`config.mk`:
```
export PLATFORM = sky130hd
export DESIGN_NAME = sync_fifo_ctrl
export DESIGN_NICKNAME = d
export VERILOG_FILES = /design/src/rtl/sync_fifo_ctrl.sv
export SDC_FILE = /design/constraint.sdc
export NUM_CORES = 1
export LEC_CHECK = 0
export ABC_AREA = 1
export BUFFER_PORTS_ARGS = -buffer_cell sky130_fd_sc_hd__buf_4
export CELL_PAD_IN_SITES_DETAIL_PLACEMENT = 1
export CELL_PAD_IN_SITES_GLOBAL_PLACEMENT = 2
export CORE_UTILIZATION = 22
export DETAILED_ROUTE_END_ITERATION = 7
export MAX_ROUTING_LAYER = met4
export PLACE_DENSITY_LB_ADDON = 0.1
export SYNTH_ARGS = -nofsm -noshare
export SYNTH_HDL_FRONTEND = slang
export SYNTH_SLANG_ARGS = --single-unit
export TNS_END_PERCENT = 5
```
`constraint.sdc`:
```
create_clock -name clk -period 2 [get_ports clk]
set_input_delay 0.1 -clock clk [delete_from_list [all_inputs] [get_ports clk]]
set_output_delay 0.1 -clock clk [all_outputs]
set_load 0.01 [all_outputs]
```
`src/rtl/sync_fifo_ctrl.sv`:
```
// ---------------------------------------------------------------------------
// sync_fifo_ctrl
//
// Single-clock FIFO controller for a sync-write / async-read dual-port RAM.
// The controller owns the write and read pointers, the occupancy count, the
// full/empty flags and the sticky overflow/underflow flags. The RAM itself
// lives outside this block. Its read port is combinational, so the head entry
// is presented on dout with no extra register (first-word-fall-through).
//
// Optional build feature:
//    SYNC_FIFO_WMARK_EN  when defined, adds almost_full / almost_empty
//                        watermark outputs decoded from the registered count.
//
// Ports
//    clk           in   1          single clock (RAM write/read clocks tie here)
//    rst           in   1          synchronous reset, active-high
//    flush         in   1          synchronous clear of pointers, count, errors
//    wr_req        in   1          push request
//    wr_din        in   DWIDTH     push data
//    full          out  1          count == 2**AWIDTH
//    rd_req        in   1          pop request, acknowledges current dout
//    dout          out  DWIDTH     head entry (valid while empty == 0)
//    empty         out  1          count == 0
//    count         out  AWIDTH+1   occupancy 0 .. 2**AWIDTH
//    overflow      out  1          sticky: push attempted while full
//    underflow     out  1          sticky: pop attempted while empty
//    ram_wr_en     out  1          RAM write enable
//    ram_wr_addr   out  AWIDTH     RAM write address
//    ram_wr_data   out  DWIDTH     RAM write data
//    ram_rd_addr   out  AWIDTH     RAM read address
//    ram_rd_data   in   DWIDTH     RAM read data (combinational)
//    almost_full   out  1          count >= AF_LEVEL (SYNC_FIFO_WMARK_EN only)
//    almost_empty  out  1          count <= AE_LEVEL (SYNC_FIFO_WMARK_EN only)
//
// The controller has no sequencing FSM; its state is two pointers, a count
// and two sticky flags.
// ---------------------------------------------------------------------------
module sync_fifo_ctrl #(
   parameter int DWIDTH   = 8,
   parameter int AWIDTH   = 6,
   parameter int AF_LEVEL = 48,
   parameter int AE_LEVEL = 4
) (
   input  logic              clk,
   input  logic              rst,
   input  logic              flush,
   input  logic              wr_req,
   input  logic [DWIDTH-1:0] wr_din,
   output logic              full,
   input  logic              rd_req,
   output logic [DWIDTH-1:0] dout,
   output logic              empty,
   output logic [AWIDTH:0]   count,
   output logic              overflow,
   output logic              underflow,
   output logic              ram_wr_en,
   output logic [AWIDTH-1:0] ram_wr_addr,
   output logic [DWIDTH-1:0] ram_wr_data,
   output logic [AWIDTH-1:0] ram_rd_addr,
   input  logic [DWIDTH-1:0] ram_rd_data
`ifdef SYNC_FIFO_WMARK_EN
   ,
   output logic              almost_full,
   output logic              almost_empty
`endif
);

   localparam int              DEPTH    = 1 << AWIDTH;
   localparam logic [AWIDTH:0] FULL_CNT = {1'b1, {AWIDTH{1'b0}}};
   localparam logic [AWIDTH:0] CNT_ONE  = {{AWIDTH{1'b0}}, 1'b1};
   localparam logic [AWIDTH-1:0] PTR_ONE = {{(AWIDTH-1){1'b0}}, 1'b1};

   // Watermark levels beyond the depth would make a flag unreachable or
   // stuck; catch that at elaboration rather than in the field.
   if (AF_LEVEL < 0 || AF_LEVEL > DEPTH || AE_LEVEL < 0 || AE_LEVEL > DEPTH)
   begin : g_level_check
      $error("sync_fifo_ctrl: watermark level outside 0..2**AWIDTH");
   end

   logic [AWIDTH-1:0] wr_ptr;
   logic [AWIDTH-1:0] rd_ptr;
   logic              wr_acc;
   logic              rd_acc;
   logic              wr_rej;
   logic              rd_rej;

   // Flags decode the current registered count; a same-cycle pop does not
   // make room for a same-cycle push at full, and vice versa at empty.
   assign full  = (count == FULL_CNT);
   assign empty = (count == '0);

   assign wr_acc = wr_req & ~full  & ~flush;
   assign rd_acc = rd_req & ~empty & ~flush;
   assign wr_rej = wr_req &  full  & ~flush;
   assign rd_rej = rd_req &  empty & ~flush;

   assign ram_wr_en   = wr_acc;
   assign ram_wr_addr = wr_ptr;
   assign ram_wr_data = wr_din;
   assign ram_rd_addr = rd_ptr;
   assign dout        = ram_rd_data;

   // Pointers wrap naturally at 2**AWIDTH; full/empty never look at them.
   always_ff @(posedge clk) begin
      if (rst || flush) begin
         wr_ptr    <= '0;
         rd_ptr    <= '0;
         count     <= '0;
         overflow  <= 1'b0;
         underflow <= 1'b0;
      end else begin
         if (wr_acc) begin
            wr_ptr <= wr_ptr + PTR_ONE;
         end
         if (rd_acc) begin
            rd_ptr <= rd_ptr + PTR_ONE;
         end
         case ({wr_acc, rd_acc})
            2'b10:   count <= count + CNT_ONE;
            2'b01:   count <= count - CNT_ONE;
            default: count <= count;
         endcase
         if (wr_rej) begin
            overflow <= 1'b1;
         end
         if (rd_rej) begin
            underflow <= 1'b1;
         end
      end
   end

`ifdef SYNC_FIFO_WMARK_EN
   localparam logic [AWIDTH:0] AF_CNT = AF_LEVEL[AWIDTH:0];
   localparam logic [AWIDTH:0] AE_CNT = AE_LEVEL[AWIDTH:0];

   assign almost_full  = (count >= AF_CNT);
   assign almost_empty = (count <= AE_CNT);
`endif

endmodule
```
==> results of run 1 <==
## logic make-up after synthesis
family / Yosys count
DFF: 21
xor gates and xnor gates: 8
adders and majority gates: 9
and+or+nand+nor: 91
AOI/OAI and AO/OA: 26
buffers and inverters: 38
## what timing repair did
item                       CTS  global route
pin swaps                    7             1
buffers inserted             2             0
hold endpoints to repair     0             0
resized for setup            8             1
setup endpoints to repair    5             5
## metal layers
| metal | vias to the layer above | GRT usage | part of all wire |
|---|---|---|---|
| met2 | 29 | 0.223 | 0.49 |
| met3 | 18 | 0.0222 | 0.042 |
| li1 | 668 | - | - |
| met5 | - | - | 0 |
| met1 | 599 | 0.139 | 0.44 |
| met4 | 0 | 0.0614 | 0.025 |
## layout make-up
cell class	instances	area share
Tap cell	75	0.0501
Clock buffer	3	0.0220
Multi-Input combinational cell	134	0.441
Sequential cell	21	0.233
Clock inverter	1	0.00267
Inverter	20	0.0401
Timing Repair Buffer	51	0.211
## cell usage in the layout, fill, tap and decap left out, drive strengths merged
cell type	n
o21bai	1
ha	8
o21ai	8
fa	1
nand4	2
nand3b	1
nand2	47
a31oi	1
nand3	11
or2	3
clkinv	1
dfxtp	21
xor2	3
o211ai	1
inv	20
a21oi	15
nor2	27
buf	51
clkbuf	3
xnor2	5
## worst max path at each step
stage | from | to | slack [ps] | cells past startpoint
after floorplan | count[3] | count[5] | -40 | 11
after global placement | count[3] | count[4] | -80 | 14
after detailed placement | count[3] | count[4] | -120 | 14
after CTS | count[2] | count[4] | -40 | 14
after global routing | count[4] | count[6] | -130 | 14
final | count[2] | count[5] | -5 | 11
## per-stage QoR
step | instances | total power, mW | setup TNS, ps
2_1_floorplan | 193 | 0.664 | -128
3_3_place_gp | 299 | 0.785 | -115
3_5_place_dp | 299 | 0.791 | -259
4_1_cts | 305 | 1.12 | -110
5_1_grt | 305 | 1.16 | -464
6_report | 305 | 1.08 | -5.96
## flip-flops by register name, summed over array words and instances, names as in the netlist
signal       count
underflow        1
overflow         1
count            7
ram_rd_addr      6
ram_wr_addr      6
## where the power goes
| part | internal, mW | total [mW] | switching [mW] |
|---|---|---|---|
| registers | 0.432 | 0.445 | 0.0137 |
| logic | 0.170 | 0.347 | 0.177 |
| clock network | 0.139 | 0.292 | 0.152 |
| total | 0.741 | 1.08 | 0.343 |
## Yosys cell counts (all sizes together)
library cell	n
buf	16
ha	8
clkbuf	2
nand3b	1
fa	1
xor2	3
nand2	47
dfxtp	21
inv	20
o21bai	1
nand4	2
or2	3
xnor2	5
a31oi	1
nor2	27
nand3	11
a21oi	15
o21ai	8
o211ai	1
## tightest hold or removal path, stage by stage
cell     delay (ps)
buf_4            90
a31oi_1          70
nor2_1           70
==> flow_metrics.py, run 1 <==
metrics = {
    "floorplan": {
        "initial_utilization": 0.232,
        "row_count": 28,
        "dieArea_um2": 6670,
        "io-pin-count": 61,
        "die_h_um": 81.7,
        "coreArea_um2": 6030,
        "die_w_um": 81.7,
    },
    "setup_path": {
        "worst_ep_required_time_ps": 2160,
        "cp.buffers_inverters": 0,
        "crit_family": "simple AND/OR/NAND/NOR gates",
        "r2r-end": "count[5]",
        "cp_cell_sequence": "nor2_4 -> nand3_4 -> nor2_4 -> nor2_4 -> ha_4 -> ha_1 -> or2_2 -> nand3_1 -> a21oi_1 -> nor2_1 -> nor2_1",
        "r2r_start": "count[2]",
        "critPathCaptureType": "flip-flop",
        "slowest_delay_ps": 360,
        "path_max_fanout": 5,
        "cp_common_cell": "nor2_4",
        "rr_worst_depth": 11,
        "crit_type": "reg2reg",
        "cp.arrival_ps": 2170,
        "critPathSlowestCell": "dfxtp_4",
        "startpoint_type": "flip-flop",
        "rrSetupSlack_ps": -5,
    },
    "final_layout": {
        "diodes": 0,
        "final_nets": 261,
        "n_fill_cell": 761,
        "syn_to_final_growth_pct": 34.1,
        "multi_input_area_um2": 826,
        "stdcell_area_um2": 1870,
        "utilization": 0.311,
        "seq_area_um2": 437,
        "drive_gt1_frac": 0.383,
    },
    "synthesis": {
        "yosys.area_share.simple": 0.309,
        "seq_area_frac_synth": 0.301,
        "synth_area_per_cell_um2": 7.23,
        "synthMuxAreaShare": 0,
        "synth.area.top_cells": "dfxtp_1 30%, nand2_1 13%, buf_4 8.6%, ha_1 7.2%, a21oi_1 5.4%",
        "yosysTopAreaCell": "dfxtp_1",
        "synth-xor-area-share": 0.0502,
        "syn_area_um2": 1400,
        "synth_nets": 223,
        "yosysWarnings": 0,
        "synth-adder-area-share": 0.0860,
        "ys_ff_latch": 21,
        "synth_cells": 193,
        "synth_top_family_by_area": "simple AND/OR/NAND/NOR gates",
        "synth_cell_type_count": 24,
        "synth_compound_area_frac": 0.108,
        "synth_top_area_frac": 0.301,
    },
    "global_routing": {
        "antenna_found_initial": 0,
        "grtUsageTotal": 0.128,
        "grt_pass1_wl_um": 6240,
        "grt_max_degree": 14,
        "grt_pass1_vias": 1351,
        "grt-ovfl-total": 0,
    },
    "timing": {
        "rsz0062_at_grt": "true",
        "fin_ws_ps": -4.88,
        "fmax_ghz": 0.499,
        "finalWorstPathRequiredPeriod_ps": 2000,
        "whs_ps": 91.3,
        "worstMarginPinSlew_ps": 450,
        "fin_crit_sh": 1.00,
        "finClkSkew_ps": 8.50,
        "hold_viol": 0,
        "slew_headroom": 0.700,
        "drv_slew": 0,
        "setup_viol": 2,
    },
    "drt": {
        "drcViolationCount": 0,
        "via_count": 1314,
        "routedWlPerCell_um": 12.4,
        "postRouteAntennaNets": 0,
        "first_pass_iters": 2,
        "viasPerCell": 4.31,
        "dr.first_iter.drc_count": 24,
        "drt-total-wl_um": 3770,
    },
    "clocking": {
        "hold_buffers": 0,
        "clkSinkCount": 21,
        "clk_pin_slew_ps": 90,
        "h-tree-depth": 1,
        "ctsRootBufferMaster": "clkbuf_8",
        "clk_path_buf_depth": 2,
        "insertion_delay_ps": 270,
        "cts_buffers": 3,
        "cts_tree": "built",
    },
    "place": {
        "pre_cts_slack_ps": -124,
        "numPortBuffers": 28,
        "gp_congestion": 0.825,
        "place_area_um2": 1780,
        "hpwl_um": 2970,
    },
    "job": {
        "max_cap_violations": 0,
    },
    "power": {
        "cellLeakagePower_nw": 0.899,
        "worst_ir_drop_vdd_mv": 0.242,
        "power.density_nw_per_um2": 579,
    },
    "outcome": {
        "outcome": "finished with violations",
        "violations": "negative setup slack",
    },
    "min_path": {
        "min-delay-start": "wr_req",
        "min_delay_worst_endpoint": "overflow",
        "whs_path_depth": 3,
        "hp-class": "in2reg",
    },
}
Note: power is estimated with default switching activity, not from simulation.
==> run 2: changes to the inputs <==
Settings changed: CAP_MARGIN set to 20, CORE_UTILIZATION 22 to 26.
Clock period 2 ns to 2.4 ns, I/O delays scaled along.
==> flow_metrics.py, run 2 (same netlist as run 1, synthesis figures left out) <==
metrics = {
    "clocking": {
        "hold_buffers": 0,
        "h-tree-depth": 1,
        "cts_tree": "built",
        "ctsRootBufferMaster": "clkbuf_8",
        "clk_pin_slew_ps": 80,
        "clkSinkCount": 21,
        "insertion_delay_ps": 260,
        "cts_buffers": 3,
        "clk_path_buf_depth": 2,
    },
    "power": {
        "p_total_mw": 0.845,
        "power.density_nw_per_um2": 498,
        "cellLeakagePower_nw": 0.816,
        "worst_ir_drop_vdd_mv": 0.170,
    },
    "setup_path": {
        "cp.arrival_ps": 2400,
        "path_max_fanout": 7,
        "crit_type": "reg2reg",
        "worst_ep_required_time_ps": 2610,
        "critPathCaptureType": "flip-flop",
        "startpoint_type": "flip-flop",
    },
    "outcome": {
        "outcome": "complete, no violations",
    },
    "place": {
        "pre_cts_slack_ps": 10.1,
        "numPortBuffers": 28,
        "dpl.cell_count": 279,
        "place_area_um2": 1610,
        "gp_congestion": 0.768,
        "hpwl_um": 2730,
    },
    "global_routing": {
        "grt_max_degree": 14,
        "grt-ovfl-total": 0,
        "grt_pass1_wl_um": 5760,
        "grt_pass1_vias": 1242,
        "grtUsageTotal": 0.139,
        "antenna_found_initial": 0,
    },
    "drt": {
        "via_count": 1273,
        "postRouteAntennaNets": 0,
        "dr.first_iter.drc_count": 47,
        "routedWlPerCell_um": 12.3,
        "first_pass_iters": 4,
        "drcViolationCount": 0,
        "viasPerCell": 4.45,
        "drt-total-wl_um": 3510,
    },
    "final_layout": {
        "seq_area_um2": 424,
        "multi_input_area_um2": 788,
        "layout_common_cells": "46 x nand2_1, 37 x buf_4, 20 x nor2_1",
        "drive_gt1_frac": 0.273,
        "stdcell_area_um2": 1700,
        "largest_register_ffs": 7,
        "final_common_cell": "nand2_1",
        "utilization": 0.330,
        "n_fill_cell": 681,
        "stdcell_count": 286,
        "diodes": 0,
        "syn_to_final_growth_pct": 21.6,
        "final_nets": 247,
        "top_register": "count",
    },
    "timing": {
        "slew_headroom": 0.699,
        "setup_viol": 0,
        "finClkSkew_ps": 4.35,
        "fin_ws_ps": 207,
        "worstMarginPinSlew_ps": 451,
        "whs_ps": 125,
        "drv_slew": 0,
        "fin_crit_sh": 0.914,
        "fin_tns_setup_ps": 0,
        "fmax_ghz": 0.456,
        "hold_viol": 0,
        "rsz0062_at_grt": "false",
        "finalWorstPathRequiredPeriod_ps": 2190,
    },
    "floorplan": {
        "coreArea_um2": 5140,
        "io-pin-count": 61,
        "die_w_um": 75.3,
        "die_h_um": 75.3,
        "dieArea_um2": 5670,
        "row_count": 26,
        "initial_utilization": 0.272,
    },
    "min_path": {
        "hp-class": "in2reg",
    },
    "job": {
        "max_cap_violations": 0,
    },
}
-- run 2: changes by cell type in the layout (fill, tap and decap cells not counted), moves of 3 or more --
cell	change
buf_4	-13
dfxtp_1	+4
nand2_1	+4
nand2_2	-4
dfxtp_4	-3
inv_1	+3
inv_2	-3
-- run 2: layout make-up --
class	instances	share of cell area
clock buffers	4	0.0265
inverters	20	0.0442
multi-input cells	134	0.464
flip-flops and latches	21	0.250
well taps	70	0.0516
repair buffers	37	0.164
-- run 2: metal layers --
metal  track usage  routed length (µm)  vias up
li1              -                   -      646
met1         0.169                1590      584
met2         0.224                1680       25
met3        0.0174                 146       18
met4        0.0700                  97        0
met5             -                   0        -
-- run 2: path summary, 6_finish.rpt --
check,start,to,slack [ps],depth (start not counted)
worst max-delay path,count[3],count[4],210,15
worst min-delay path,wr_req,overflow,130,3
worst max register to register,count[3],count[4],210,15
worst min register to register,overflow,overflow,490,2
-- run 2: timing repair --
action / in CTS / in global routing
pin swaps: 0 / 3
gates cloned: 0 / 0
gates resized for setup: 1 / 5
buffers inserted: 0 / 3
endpoints found under the setup margin: 1 / 3
-- run 2: where the power goes --
group          leakage [nW]  internal, mW  switching [mW]
combinational         0.622         0.101           0.130
sequential            0.171         0.360          0.0122
clock                0.0228         0.118           0.123
-- run 2: worst max-delay path, cell delays in order (launching register included) --
cell and delay, ps:
dfxtp_1 400, nor2_4 50, nand3_4 120, nor2_4 60, nor2_4 210, ha_4 200
inv_1 50, fa_1 390, inv_1 70, nand2_1 40, nand2_1 70, nand2_1 60
or2_2 260, nand3_1 70, nand2_1 50, inv_1 50
==> run 3: changes to the inputs <==
Settings changed: BUFFER_PORTS_ARGS -buffer_cell sky130_fd_sc_hd__buf_4 to unset, CORE_UTILIZATION 26 to 35, DONT_BUFFER_PORTS set to 1.
==> flow_metrics.py, run 3 (same netlist as run 1, synthesis figures left out) <==
metrics = {
    "outcome": {
        "outcome": "complete, no violations",
    },
    "global_routing": {
        "grt_pass1_vias": 1231,
        "grt_max_degree": 14,
        "antenna_found_initial": 0,
        "grt-ovfl-total": 0,
        "grt_pass1_wl_um": 5660,
        "grtUsageTotal": 0.177,
    },
    "place": {
        "gp_congestion": 0.803,
        "numPortBuffers": 0,
        "pre_cts_slack_ps": 35.1,
        "hpwl_um": 2780,
    },
    "final_layout": {
        "n_fill_cell": 486,
        "top_register": "count",
        "syn_to_final_growth_pct": 6.09,
        "final_nets": 220,
        "drive_gt1_frac": 0.169,
        "utilization": 0.396,
        "diodes": 0,
        "largest_register_ffs": 7,
        "final_common_cell": "nand2_1",
        "seq_area_um2": 420,
        "layout_common_cells": "46 x nand2_1, 21 x dfxtp_1, 20 x nor2_1",
        "multi_input_area_um2": 806,
    },
    "timing": {
        "whs_ps": 40.8,
        "fmax_ghz": 0.444,
        "setup_viol": 0,
        "fin_tns_setup_ps": 0,
        "fin_ws_ps": 150,
        "rsz0062_at_grt": "true",
        "drv_slew": 0,
        "finalWorstPathRequiredPeriod_ps": 2250,
        "fin_crit_sh": 0.938,
        "finClkSkew_ps": 2.49,
        "worstMarginPinSlew_ps": 419,
        "hold_viol": 0,
        "slew_headroom": 0.720,
    },
    "floorplan": {
        "dieArea_um2": 4250,
        "initial_utilization": 0.373,
        "io-pin-count": 61,
        "row_count": 22,
        "die_h_um": 65.2,
        "die_w_um": 65.2,
        "coreArea_um2": 3740,
    },
    "clocking": {
        "ctsRootBufferMaster": "clkbuf_8",
        "clk_pin_slew_ps": 80,
        "cts_buffers": 3,
        "insertion_delay_ps": 260,
        "clkSinkCount": 21,
        "hold_buffers": 0,
        "cts_tree": "built",
        "h-tree-depth": 1,
        "clk_path_buf_depth": 2,
    },
    "job": {
        "max_cap_violations": 0,
    },
    "drt": {
        "postRouteAntennaNets": 0,
        "drcViolationCount": 0,
        "wl_met1_um": 1520,
        "routedWlPerCell_um": 14.8,
        "drt-total-wl_um": 3510,
        "via_count": 1186,
        "highest_layer": "met4",
        "wl_met2_um": 1600,
        "first_pass_iters": 4,
        "dr.first_iter.drc_count": 19,
        "viasPerCell": 5.00,
        "dr_wl_met3_um": 366,
    },
    "power": {
        "power.density_nw_per_um2": 544,
        "worst_ir_drop_vdd_mv": 0.282,
        "cellLeakagePower_nw": 0.667,
    },
    "setup_path": {
        "path_max_fanout": 3,
        "cp.arrival_ps": 2460,
        "rrSetupSlack_ps": 150,
        "slowest_delay_ps": 410,
        "worst_ep_required_time_ps": 2610,
        "critPathCaptureType": "flip-flop",
        "critPathSlowestCell": "fa_1",
        "cp_cell_sequence": "nor2_4 -> nand3_4 -> buf_4 -> o21bai_4 -> ha_1 -> inv_1 -> fa_1 -> inv_1 -> nand2_1 -> nand2_1 -> nand2_1 -> or2_2 -> nand3_1 -> nand2_1 -> inv_1",
        "startpoint_type": "flip-flop",
        "crit_family": "simple AND/OR/NAND/NOR gates",
        "cp.buffers_inverters": 4,
        "cp_common_cell": "nand2_1",
        "crit_type": "reg2reg",
    },
    "min_path": {
        "hp-class": "in2reg",
    },
}
-- run 3: cell types whose count changed in the layout (fill, tap and decap cells not counted) --
cell     previous run  this run
inv_1              19        18
nand3_2             0         1
dfxtp_1            18        21
inv_2               1         2
ha_1                7         6
buf_4              37        10
dfxtp_2             3         0
ha_4                1         2
nand3_1            10         9
-- run 3: per-layer routing --
metal | vias up | global-route usage
li1 | 588 | -
met1 | 550 | 0.210
met2 | 42 | 0.281
met3 | 6 | 0.0712
met4 | 0 | 0.0408
met5 | - | -
-- run 3: final cells by class --
type,count,area share
Inverter,20,0.0507
Sequential cell,21,0.284
Clock buffer,4,0.0304
Timing Repair Buffer,10,0.0507
Tap cell,48,0.0405
Multi-Input combinational cell,134,0.544
-- run 3: worst paths after layout --
path / cells after the start / from / endpoint
min reg2reg: 2 / underflow / underflow
max: 15 / count[2] / count[4]
max reg2reg: 15 / count[2] / count[4]
min: 2 / wr_req / overflow
-- run 3: report_power, final --
part	switching (mW)	leakage [nW]	internal, mW
clock network	0.115	0.0228	0.118
registers	0.0128	0.170	0.360
logic	0.125	0.474	0.0744
-- run 3: stage by stage --
stage	area, µm²	instances	power (mW)
6_report	1480	237	0.806
4_1_cts	1440	236	0.804
3_5_place_dp	1400	232	0.568
3_3_place_gp	1400	232	0.561
2_1_floorplan	1400	193	0.545
5_1_grt	1480	237	0.859
-- run 3: repair_timing --
item	4_1_cts	5_1_grt
buffers inserted	0	1
setup endpoints to repair	0	4
resized for setup	0	5
-- run 3: worst register-to-register path, cell delays in order (launching register included) --
cell and delay [ps]:
dfxtp_1 350, nor2_4 130, nand3_4 90, buf_4 170, o21bai_4 120, ha_1 200, inv_1 60, fa_1 410
inv_1 70, nand2_1 40, nand2_1 80, nand2_1 60, or2_2 270, nand3_1 70, nand2_1 50, inv_1 40
